===== config.mk =====
export PLATFORM = sky130hd
export DESIGN_NAME = block_refill_unit
export DESIGN_NICKNAME = d
export VERILOG_FILES = /design/src/rtl/block_refill_unit.sv
export SDC_FILE = /design/constraint.sdc
export NUM_CORES = 1
export LEC_CHECK = 0
export ABC_AREA = 1
export BUFFER_PORTS_ARGS = -buffer_cell sky130_fd_sc_hd__buf_2
export CORE_MARGIN = 10
export CORE_UTILIZATION = 54
export CTS_BUF_LIST = sky130_fd_sc_hd__clkbuf_16
export CTS_CLUSTER_DIAMETER = 150
export CTS_CLUSTER_SIZE = 14
export DETAILED_ROUTE_END_ITERATION = 10
export GPL_ROUTABILITY_DRIVEN = 0
export PLACE_DENSITY = 0.85
export SLEW_MARGIN = 20
export SYNTH_ARGS = -nofsm -noshare
export SYNTH_HDL_FRONTEND = slang
export SYNTH_SLANG_ARGS = --single-unit

===== constraint.sdc =====
create_clock -name clk -period 4.4 [get_ports clk]
set_clock_uncertainty 0.1 [all_clocks]
set_input_delay 0.44 -clock clk [delete_from_list [all_inputs] [get_ports clk]]
set_output_delay 0.44 -clock clk [all_outputs]
set_load 0.02 [all_outputs]

===== src/rtl/block_refill_unit.sv =====
// Miss-refill engine: fetches the four words of a cache block from word-wide memory and presents the assembled line.
// Optional macro CRITICAL_WORD_FIRST_EN: fetch starts at the requested word and critValid pulses early.
module block_refill_unit #(
    parameter int ADDR_W          = 15,
    parameter int WORD_W          = 32,
    parameter int WORDS_PER_BLOCK = 4
) (
    input  logic                              clk,
    input  logic                              rst,
    input  logic                              refillReq,
    input  logic [ADDR_W-1:0]                 refillAddr,
    output logic                              refillBusy,
    output logic [WORD_W*WORDS_PER_BLOCK-1:0] refillData,
    output logic                              refillValid,
    output logic [WORD_W-1:0]                 critData,
    output logic                              critValid,
    output logic                              memReadReq,
    output logic [ADDR_W-1:0]                 memReadAddress,
    input  logic [WORD_W-1:0]                 memReadData,
    input  logic                              memReadValid
);
    localparam int OFF_W = $clog2(WORDS_PER_BLOCK);

    localparam logic [1:0] IDLE  = 2'd0;
    localparam logic [1:0] ISSUE = 2'd1;
    localparam logic [1:0] WAIT  = 2'd2;
    localparam logic [1:0] DONE  = 2'd3;

    logic [1:0]              stateReg, stateNext;
    logic [ADDR_W-OFF_W-1:0] baseReg;
    logic [OFF_W-1:0]        reqOffReg;
    logic [OFF_W-1:0]        countReg;
    logic [ADDR_W-1:0]       addrReg;
    logic [WORD_W-1:0]       lineReg [WORDS_PER_BLOCK];
    logic [OFF_W-1:0]        firstOff, fetchOff, nextOff;
    logic                    lastWord;

    // Offsets are OFF_W wide, so the wrap inside the block is implicit.
`ifdef CRITICAL_WORD_FIRST_EN
    logic critValidReg;
    assign firstOff = refillAddr[OFF_W-1:0];
    assign fetchOff = reqOffReg + countReg;
    assign nextOff  = reqOffReg + countReg + OFF_W'(1);
`else
    assign firstOff = '0;
    assign fetchOff = countReg;
    assign nextOff  = countReg + OFF_W'(1);
`endif

    assign lastWord = (countReg == OFF_W'(WORDS_PER_BLOCK - 1));

    always_comb begin
        stateNext = stateReg;
        case (stateReg)
            IDLE:    if (refillReq) stateNext = ISSUE;
            ISSUE:   stateNext = WAIT;
            WAIT:    if (memReadValid) stateNext = lastWord ? DONE : ISSUE;
            DONE:    stateNext = IDLE;
            default: stateNext = IDLE;
        endcase
    end

    always_ff @(posedge clk) begin
        if (rst) begin
            stateReg  <= IDLE;
            baseReg   <= '0;
            reqOffReg <= '0;
            countReg  <= '0;
            addrReg   <= '0;
            for (int i = 0; i < WORDS_PER_BLOCK; i++) lineReg[i] <= '0;
`ifdef CRITICAL_WORD_FIRST_EN
            critValidReg <= 1'b0;
`endif
        end else begin
            stateReg <= stateNext;
`ifdef CRITICAL_WORD_FIRST_EN
            critValidReg <= 1'b0;
`endif
            case (stateReg)
                IDLE: begin
                    if (refillReq) begin
                        baseReg   <= refillAddr[ADDR_W-1:OFF_W];
                        reqOffReg <= refillAddr[OFF_W-1:0];
                        countReg  <= '0;
                        addrReg   <= {refillAddr[ADDR_W-1:OFF_W], firstOff};
                        for (int i = 0; i < WORDS_PER_BLOCK; i++) lineReg[i] <= '0;
                    end
                end
                WAIT: begin
                    // Returns outside WAIT are stale or spurious and never reach the line.
                    if (memReadValid) begin
                        lineReg[fetchOff] <= memReadData;
`ifdef CRITICAL_WORD_FIRST_EN
                        if (countReg == '0) critValidReg <= 1'b1;
`endif
                        if (!lastWord) begin
                            countReg <= countReg + OFF_W'(1);
                            addrReg  <= {baseReg, nextOff};
                        end
                    end
                end
                default: ;
            endcase
        end
    end

    generate
        for (genvar gi = 0; gi < WORDS_PER_BLOCK; gi++) begin : g_line
            assign refillData[gi*WORD_W +: WORD_W] = lineReg[gi];
        end
    endgenerate

    assign memReadReq     = (stateReg == ISSUE);
    assign memReadAddress = addrReg;
    assign refillBusy     = (stateReg != IDLE);
    assign refillValid    = (stateReg == DONE);
    assign critData       = lineReg[reqOffReg];
`ifdef CRITICAL_WORD_FIRST_EN
    assign critValid      = critValidReg;
`else
    assign critValid      = refillValid;
`endif

endmodule

==> results.toml <==
[power]
intPower_mw = 2.97
max-vdd-ir-drop_mv = 0.224
seqPwrFrac = 0.447
switching_share = 0.296
clkPwrFrac = 0.358
p_leak_nw = 4.29
total_power_mw = 4.22
switching_power_mw = 1.25
power_frac_comb = 0.195
power_density_nw_per_um2 = 481

[min_path]
min_path_type = "input pin to flop"
whs_path_depth = 2
holdPathEnd = "stateReg[0]"
holdCritStartpoint = "rst"

[synth]
yosysSeqAreaShare = 0.653
synth_warnings = 0
avgSynthCellArea_um2 = 9.57
syn_area_um2 = 6930
syn_inst = 724
synth_cell_types = 20
synthSimpleGateAreaFrac = 0.184
yosys_register_bits = 162
synth_mux_area_frac = 0
synth_top_area_frac = 0.555
synthXorXnorAreaFrac = 0
synth_fp_nets = 779
synthAdderAreaFrac = 0.00723
synth_area_leaders = "edfxtp_1 56%, nor2_1 14%, dfxtp_1 9.8%"
synth_compound_area_frac = 0.0925
synth_top_family_by_area = "simple AND/OR/NAND/NOR gates"
synth_top_area_cell = "edfxtp_1"

[layout]
fin_util = 0.698
fin_cells = 1122
fillCellCount = 933
antenna_cells = 0
finalInstanceArea_um2 = 8780
drive_above_1_share = 0.286
final_nets = 994
areaGrowthSynthToFinish_pct = 26.7

[critical_path]
path_class = "flop to flop"
path_buf_inv = 2
end_kind = "flop"
critPathLaunchType = "flop"
critical-path-top-delay-family = "simple AND/OR/NAND/NOR gates"
arrival_ps = 3150
required_ps = 4450
r2r_cells = 6
cp_common_cell = "nand2_1"
r2r-start = "stateReg[1]"
cp_max_fo = 20
rrSetupSlack_ps = 1300
rr_endpoint = "lineReg[2][1]"
path_cells = "nor2_2 > nand2_1 > inv_1 > nor2_1 > nand2_1 > buf_4"
slowest_delay_ps = 680
cp_slowest_cell = "dfxtp_1"

[place]
portBuffers = 229
place_ws_ps = 1400
place_area_um2 = 8180
place_inst = 1092
dp_hpwl_um = 15100

[floorplanning]
start_util = 0.551
fp.dieH_um = 133
ios = 230
core-area_um2 = 12600
rows = 41
dieArea_um2 = 17800
die_w_um = 133

[route]
drc = 0
wl_per_cell_um = 19.0
first_pass_iters = 7
vias = 6097
detail-route-antenna-nets = 0
drt-total-wl_um = 21300
drtIter0Drc = 649
via_per_inst = 5.43

[sta]
relSlewSlack = 0.345
rsz0062_at_grt = "false"
setup_slack_ps = 1300
setup_viol = 0
slew_viol_final = 0
fmax_ghz = 0.322
hold_viol_final = 0
fin_crit_sh = 0.705
hold_slack_ps = 169
tightest_slew_ps = 979
tns_ps = 0
period_minus_slack_ps = 3100

[grt]
grt_max_degree = 65
antenna_found_initial = 0
gr-usage-all-layers = 0.232
grt_pass1_vias = 6018
grt_pass1_wl_um = 32800
grt-ovfl-total = 0

[clock_network]
cts_resized = 0
postCtsSetupRepairBufs = 0
htreeDepth = 4
clkTransAtPathRegs_ps = 60
numClockSinks = 162
root_buffer = "clkbuf_16"
cts_buffers = 17
cts_tree = "done"
insertion_delay_ps = 420
hold_buffers = 0
clk_path_buf_depth = 2

[job]
max-cap-violations = 0

[outcome]
outcome = "completed"
## cell usage after synthesis (all sizes together)
cell,n
nor3,1
clkbuf,22
buf,22
o22ai,32
edfxtp,128
nor2,251
clkinv,1
a21oi,4
nand3,14
o21ai,84
inv,61
ha,4
nand2,65
nand4,1
dfxtp,34
## per-layer routing
layer,up-vias,share of wire,global-route usage
li1,2819,-,-
met1,2825,0.37,0.254
met2,388,0.49,0.387
met3,65,0.11,0.0902
met4,0,0.036,0.112
met5,-,0,0
## worst reg2reg max path, stage by stage, from the launching register on
cell	delay, ps
dfxtp_1	680
nor2_2	90
nand2_1	430
inv_1	350
nor2_1	320
nand2_1	450
buf_4	410
## how the worst max path moves through the flow
stage                           start             end  slack, ps  depth (start not counted)
after CTS                 stateReg[1]  lineReg[2][25]       1370                          6
after global routing      stateReg[1]   lineReg[2][2]       1070                          6
final                     stateReg[1]   lineReg[2][1]       1300                          6
after floorplan           countReg[0]   lineReg[0][0]       2140                          5
after global placement    stateReg[1]  lineReg[0][24]       1480                          6
after detailed placement  stateReg[1]  lineReg[2][25]       1400                          6
## cell families after synthesis
logic type | count (synthesis)
and+or+nand+nor | 332
DFF | 162
AOI/OAI and AO/OA | 120
buffers and inverters | 106
adders and majority gates | 4
## registers in the layout (all words and copies together), names as in the netlist, named ones only
| signal | flops |
|---|---|
| baseReg | 13 |
| countReg | 1 |
| lineReg | 128 |
| memReadAddress | 14 |
| reqOffReg | 2 |
| stateReg | 2 |
## layout by cell type (no fill, tap or decap), drive strengths merged, types with 4 or more instances in the layout
master and n:
a21oi 4, nand3 14, buf 240, clkinv 7, o21ai 84, dfxtp 34
ha 4, nor2 251, inv 63, edfxtp 128, bufinv 4, clkbuf 17
nand2 65, o22ai 32
## power by group through the flow
stage	Combinational, mW	Sequential (mW)	Clock [mW]
after floorplan	0.385	2.03	0
after global placement	0.804	1.91	0
after detailed placement	0.819	1.91	0
after CTS	0.825	1.88	1.50
after global routing	0.895	1.90	1.57
final	0.822	1.89	1.51
## layout make-up
cell class | count | area (µm²) | share of cell area
tap | 172 | 215 | 0.0245
sequential | 162 | 4530 | 0.516
clock buffer | 17 | 425 | 0.0485
clock inverter | 13 | 169 | 0.0192
multi-input combinational | 456 | 1970 | 0.224
inverter | 62 | 233 | 0.0265
timing repair buffer | 240 | 1240 | 0.141
No activity file was read; power rests on OpenSTA's default activity.
